`src/rtl/branch_predictor.sv`:
```
// Direct-mapped branch target buffer with 2-bit saturating direction counters.
// Lookup is purely combinational on pc_IF; updates from ID commit on the rising edge.
module branch_predictor #(
    parameter int ENTRIES = 16,
    parameter int IDX_W   = 4
) (
    input  logic        clk,
    input  logic        rst_n,
    input  logic [31:0] pc_IF,
    output logic        predict_taken,
    output logic [31:0] predict_PC,
    input  logic        update_valid,
    input  logic [31:0] pc_ID,
    input  logic        predict_taken_ID,
    input  logic [1:0]  predict_state,
    input  logic [31:0] jump_PC,
    output logic [15:0] mispredict_cnt
);
    localparam int TAG_W = 32 - IDX_W - 2;

    logic [ENTRIES-1:0]            valid_q;
    logic [ENTRIES-1:0][TAG_W-1:0] tag_q;
    logic [ENTRIES-1:0][31:0]      target_q;
    logic [ENTRIES-1:0][1:0]       ctr_q;
    logic [15:0]                   cnt_q, cnt_d;

    // Word-aligned PCs: the low two bits carry no information.
    logic unused_pc_lsb;
    assign unused_pc_lsb = &{1'b0, pc_IF[1:0], pc_ID[1:0]};

    logic [IDX_W-1:0] f_idx;
    logic [TAG_W-1:0] f_tag;
    logic             f_hit;

    assign f_idx         = pc_IF[IDX_W+1:2];
    assign f_tag         = pc_IF[31:IDX_W+2];
    assign f_hit         = valid_q[f_idx] && (tag_q[f_idx] == f_tag);
    assign predict_taken = f_hit & ctr_q[f_idx][1];
    assign predict_PC    = predict_taken ? target_q[f_idx] : (pc_IF + 32'd4);

    logic [IDX_W-1:0] u_idx;
    logic [TAG_W-1:0] u_tag;
    logic             u_hit, u_taken, do_upd;
    logic [1:0]       ctr_d;

    assign u_idx   = pc_ID[IDX_W+1:2];
    assign u_tag   = pc_ID[31:IDX_W+2];
    assign u_hit   = valid_q[u_idx] && (tag_q[u_idx] == u_tag);
    assign do_upd  = update_valid && (predict_state != 2'b00);
    assign u_taken = (predict_state == 2'b11) || ((predict_state == 2'b01) && predict_taken_ID);

    always_comb begin
        ctr_d = ctr_q[u_idx];
        if (u_taken) begin
            if (ctr_q[u_idx] != 2'b11) ctr_d = ctr_q[u_idx] + 2'd1;
        end else begin
            if (ctr_q[u_idx] != 2'b00) ctr_d = ctr_q[u_idx] - 2'd1;
        end
    end

    // States 10 and 11 are the two direction-mispredict codes.
    assign cnt_d = predict_state[1] ? cnt_q + 16'd1 : cnt_q;

    always_ff @(posedge clk or negedge rst_n) begin
        if (!rst_n) begin
            valid_q  <= '0;
            tag_q    <= '0;
            target_q <= '0;
            ctr_q    <= {ENTRIES{2'b01}};
            cnt_q    <= '0;
        end else if (do_upd) begin
            cnt_q <= cnt_d;
            if (u_hit) begin
                ctr_q[u_idx] <= ctr_d;
                if (u_taken) target_q[u_idx] <= jump_PC;
            end else if (u_taken) begin
                valid_q[u_idx]  <= 1'b1;
                tag_q[u_idx]    <= u_tag;
                target_q[u_idx] <= jump_PC;
                ctr_q[u_idx]    <= 2'b10;
            end
        end
    end

    assign mispredict_cnt = cnt_q;

endmodule

```
`config.mk`:
```
export PLATFORM = sky130hd
export DESIGN_NAME = branch_predictor
export DESIGN_NICKNAME = d
export VERILOG_FILES = /design/src/rtl/branch_predictor.sv
export SDC_FILE = /design/constraint.sdc
export NUM_CORES = 2
export LEC_CHECK = 0
export BUFFER_PORTS_ARGS = -buffer_cell sky130_fd_sc_hd__buf_4
export CORE_ASPECT_RATIO = 1.5
export CORE_MARGIN = 2
export CORE_UTILIZATION = 60
export CTS_CLUSTER_SIZE = 20
export DETAILED_ROUTE_END_ITERATION = 16
export PLACE_DENSITY = 0.77
export SETUP_SLACK_MARGIN = 0.15
export SYNTH_ARGS = -nofsm -noshare
export SYNTH_HDL_FRONTEND = slang
export SYNTH_SLANG_ARGS = --single-unit
```
`constraint.sdc`:
```
create_clock -name clk -period 4.2 [get_ports clk]
set_input_delay 0.21 -clock clk [delete_from_list [all_inputs] [get_ports clk]]
set_output_delay 0.21 -clock clk [all_outputs]
set_load 0.01 [all_outputs]
```
# == Word-level counts from Yosys, hierarchy flattened ==
# Index checks and enable logic that the tools add are counted.
# Widths: inputs -> output; s select.
# classes
magnitude_cmp,3
div_mod_pow,0
n_addsub,4
n_reduce_logical,13
shift,0
n_mux,31
mul,0
bitwise,6
eq_ne,5
# op_table
operator,count
$bwmux 512,1
$bwmux 416,1
$bmux 26 s4,2
$mux 32,5
$bmux 32 s4,1
$demux 32 s4,1
$demux 26 s4,1
$mux 26,3
$eq 26x26->1,2
$add 32x3->32 const B,1
$bwmux 32,1
$or 16x16->16,2
$add 16x1->16 const B,1
$and 16x16->16,1
$bmux 2 s4,2
$not 16->16,1
$mux 2,6
$lt 4x5->1 const B,2
$bmux 1 s4,2
$demux 2 s4,1
$reduce_and 2->1,3
$reduce_bool 2->1,3
$logic_and 1x1->1,5
$demux 1 s4,1
11 further kinds,13
# totals
latchBits,0
n_memories,0
ff_bits,992
rom_bits,0
mem_bits_rw,0
input_bits,102

# == Depth between registers and ports, before layout ==
# depth
word_depth,8
ltp_mapped,16

# == Worst setup path before layout ==
# No wires, ideal clock.
# synth_path
path_kind,input to output
startpoint,input port pc_IF[2]
endpoint,output port predict_PC[23]
arrival_time_ps,3339
stages,12
path_slack_ps,651
required_time_ps,3990
cell_sequence,buf_4 > buf_2 > buf_2 > buf_2 > mux4_2 > a211oi_1 > a21oi_1 > xnor2_1 > nand4_1 > nor4_4 > buf_4 > mux2_2
# synth_between
elab_chain_len,6
word_cells_on_any_way,13
classes_between,1 x add/sub; 1 x eq/ne; 9 x mux; 1 x bitwise; 1 x reduce/logical
# synth_lines
element,line,source
"start, declared",9,"input logic [31:0] pc_IF,"
$bmux 26 s4,37,assign f_hit = valid_q[f_idx] && (tag_q[f_idx] == f_tag);
$mux 26 (implied by the code),37,
$eq 26x26->1,37,
$logic_and 1x1->1,37,
$and 1x1->1 *,38,assign predict_taken = f_hit & ctr_q[f_idx][1];
net predict_taken,10,"output logic predict_taken,"
$mux 32 *,39,assign predict_PC = predict_taken ? target_q[f_idx] : (pc_IF + 32'd4);
"end, declared",11,"output logic [31:0] predict_PC,"
# The timed path passes the listed nets; every way through them passes the cells marked *. The select of a mux whose other input is x is not followed.

# == Worst setup path after layout ==
# layout_path
startpoint,register tag_q[396] (netlist bit)
endpoint,output port predict_PC[27]
# layout_between
elab_chain_len,6
# layout_lines
element,line,source
"start, declared",22,logic [ENTRIES-1:0][TAG_W-1:0] tag_q;
"start signal, assigned by index",78,tag_q[u_idx] <= u_tag;
$bmux 26 s4,37,
$mux 26 (implied by the code),37,
$eq 26x26->1,37,
$logic_and 1x1->1,37,
$and 1x1->1,38,
$mux 32,39,
# Every way passes these cells. The select of a mux whose other input is x is not followed.

==> flow_summary.toml <==
[status]
outcome = "finished, violations left"
violations = "negative setup slack"

[timing]
rsz0062_at_grt = "true"
timing.final.crit_period_ns = 4.25
period_share = 1.01
finalHoldViolCount = 0
max-slew-margin-rel = 0.301
setup_viol = 31
whs_ns = 0.0626
fin_ws_ns = -0.0458
setup_tns_ns = -0.896
slew_violations = 0
fin_skew_ns = 0.0290
worst_pin_slew_ns = 1.04
clock.fmax_ghz = 0.236

[synth]
ys_ff_latch = 992
synth_fp_nets = 3410
yosys_warnings = 0
muxShareOfSynthArea = 0.413
synthAdderAreaFrac = 0.000685
synth_xor_area_frac = 0.0171
synth-simple-area-share = 0.0304
synth.distinct_cells = 75
ys_seq_area_frac = 0.486
synth-async-reset-ratio = 1.00
syn_inst = 3306
syn-cell-area_sq_um = 51200
synth_compound_area_frac = 0.0209
ys_dominant_reg_cell = "dfrtp_1"
synth_top_family_by_area = "multiplexers"
synth.avg_cell_area_sq_um = 15.5
synth_edf_count = 0

[placement]
place.gp.congestion = 1.00
dp_hpwl_microns = 95800
dp_cells = 4476
io_buffers = 148
dp_slack_ns = 0.0693
placed_cell_area_sq_um = 54500

[route]
drc = 0
vias = 31900
drt_wl_total_microns = 148000
via_per_inst = 6.75
wl_per_cell_microns = 31.2
first_pass_iters = 5
drtIter0Drc = 2748
drtAntennaViolNets = 0

[clock_network]
cts-root-buf = "clkbuf_16"
h-tree-depth = 3
clock_path_buffers = 3
clk_pin_slew_ns = 0.07
cts_tree = "done"
cts_made_buffers = 94
cts_sinks = 992
clock_latency_ns = 0.70

[global_route]
grt_pass1_wl_microns = 223000
grt_pass1_vias = 34800
grt_overflow = 0
antenna_found_initial = 3
grt_max_degree = 136
grt_use_total = 0.342

[critical_path]
critPathLaunchType = "flop"
cpLargestDelayFamily = "multiplexers"
reg2reg_slack_ns = 0.45
crit_slowest_cell = "mux4_2"
cpMostUsedCell = "buf_6"
cpPeakStageDelay_ns = 0.55
path_max_fanout = 8
path_buf_inv = 5
crit_type = "reg -> out"
critical_path.cell_chain = "mux4_2 > mux4_2 > xor2_1 > nor4_2 > nand3_1 > nor4_4 > buf_6 > buf_6 > buf_12 > buf_16 > mux2_4 > buf_6"
crit_arrival_ns = 4.04
end_kind = "primary output"
worstPathRequired_ns = 3.99

[power]
power.total_mw = 26.6
peakVddDrop_v = 0.000393
power_density_nw_per_um2 = 453
leakage_nw = 25.9

[cells_and_area]
nets = 3621
stdcell_count = 4730
drive_gt1_frac = 0.541
final_area_sq_um = 58700
syn_to_final_growth_pct = 14.8
multi_input_area_sq_um = 24900
fill_cells = 5587
final_util = 0.693
seqCellArea_sq_um = 24800

[die]
fp.dieW_microns = 242
start_util = 0.604
ios = 151
core_area_sq_um = 84700
die_y_microns = 362
fp-row-count = 131
dieArea_sq_um = 87700

[flow_run]
max-cap-violations = 0

[hold_path]
worst_hold_path_type = "in -> reg"
[cells by family after synthesis]
| family | count (synthesis) |
|---|---|
| multiplexers | 1479 |
| flip-flops | 992 |
| buffers and inverters | 316 |
| AND/OR/NAND/NOR | 271 |
| AO/OA/AOI/OAI | 145 |
| XOR/XNOR | 100 |
| adder cells (fa/ha/maj) | 3 |
[sequential cells by signal, indices dropped and copies added (netlist names)]
register	count
tag_q	416
valid_q	16
mispredict_cnt	16
target_q	512
ctr_q	32
[report_power, final]
group          switching, mW  internal, mW
logic                   2.15          3.11
registers               1.17          11.2
clock network           3.87          5.07
[tightest hold or removal path: cells and delay by family]
kind          cells  cell delay, ns
xor+xnor          1            0.10
buf+inv           1            0.12
simple gates      1            0.27
[path summary, 6_finish.rpt]
path / from / to / cells past startpoint
max: tag_q[396] / predict_PC[27] / 12
min: predict_state[1] / mispredict_cnt[0] / 3
max reg2reg: valid_q[3] / tag_q[289] / 12
min reg2reg: mispredict_cnt[15] / mispredict_cnt[15] / 1
max in group asynchronous: rst_n / target_q[501] / 3
min in group asynchronous: rst_n / tag_q[336] / 2
[cell usage in the layout (no fill, tap or decap), drive strengths merged, types with 7 or more instances in the layout]
cell type / synthesis / layout
o21ai: 11 / 11
nand2: 53 / 53
inv: 16 / 21
mux4: 355 / 355
dlygate4sd3: 0 / 59
nor4: 10 / 10
a221oi: 7 / 7
clkinvlp: 0 / 10
buf: 133 / 356
bufinv: 0 / 10
and2: 9 / 9
mux2i: 118 / 118
dfstp: 16 / 16
dfrtp: 976 / 976
nand4: 20 / 20
nand3: 43 / 43
a211oi: 16 / 16
mux2: 1006 / 1006
nor3: 28 / 28
and3: 14 / 14
a211o: 16 / 16
xor2: 38 / 38
clkbuf: 167 / 121
a22oi: 22 / 22
clkinv: 0 / 30
or2: 16 / 16
nor2: 42 / 42
xnor2: 62 / 62
nor2b: 25 / 25
a21oi: 25 / 25
[routing by layer]
metal  part of all wire  vias up  global-route usage
met4              0.064        2               0.206
met5           0.000081        -                   0
li1                   -    12900                   -
met1               0.37    17200               0.427
met2               0.50     1401               0.563
met3              0.069      465              0.0611
[what timing repair did]
item	4_1_cts	5_1_grt
setup buffers	9	3
endpoints found under the setup margin	33	33
pin swaps	7	6
resized for setup	42	9
endpoints found under the hold margin	1008	0
hold buffers	59	0
gates cloned	4	0
[cell type report]
class / instances / area share
Multi-Input combinational cell: 1998 / 0.424
Sequential cell: 992 / 0.423
Timing Repair Buffer: 415 / 0.0725
Clock buffer: 121 / 0.0448
Tap cell: 1130 / 0.0241
Clock inverter: 55 / 0.0101
Inverter: 16 / 0.00102
Antenna cell: 3 / 0.000128
[cells in the mapped netlist, drive strengths merged, types with 5 or more instances]
library cell	number	area share
a21oi	25	0.0024
nor4	10	0.0016
inv	16	0.0012
dfrtp	976	0.48
a211oi	16	0.0023
a221oi	7	0.0012
o31ai	5	0.00083
or2	16	0.0020
dfstp	16	0.0082
xnor2	62	0.011
mux2i	118	0.023
clkbuf	167	0.012
buf	133	0.018
nand3	43	0.0042
and3	14	0.0017
o22ai	6	0.00073
nor2	42	0.0031
a22oi	22	0.0032
xor2	38	0.0065
nor3	28	0.0055
a211o	16	0.0027
a31oi	5	0.00061
nand2	53	0.0041
mux2	1006	0.23
and2	9	0.0011
nor2b	25	0.0031
o21ai	11	0.0011
nand4	20	0.0024
mux4	355	0.16
(Power assumes the default switching activity.)
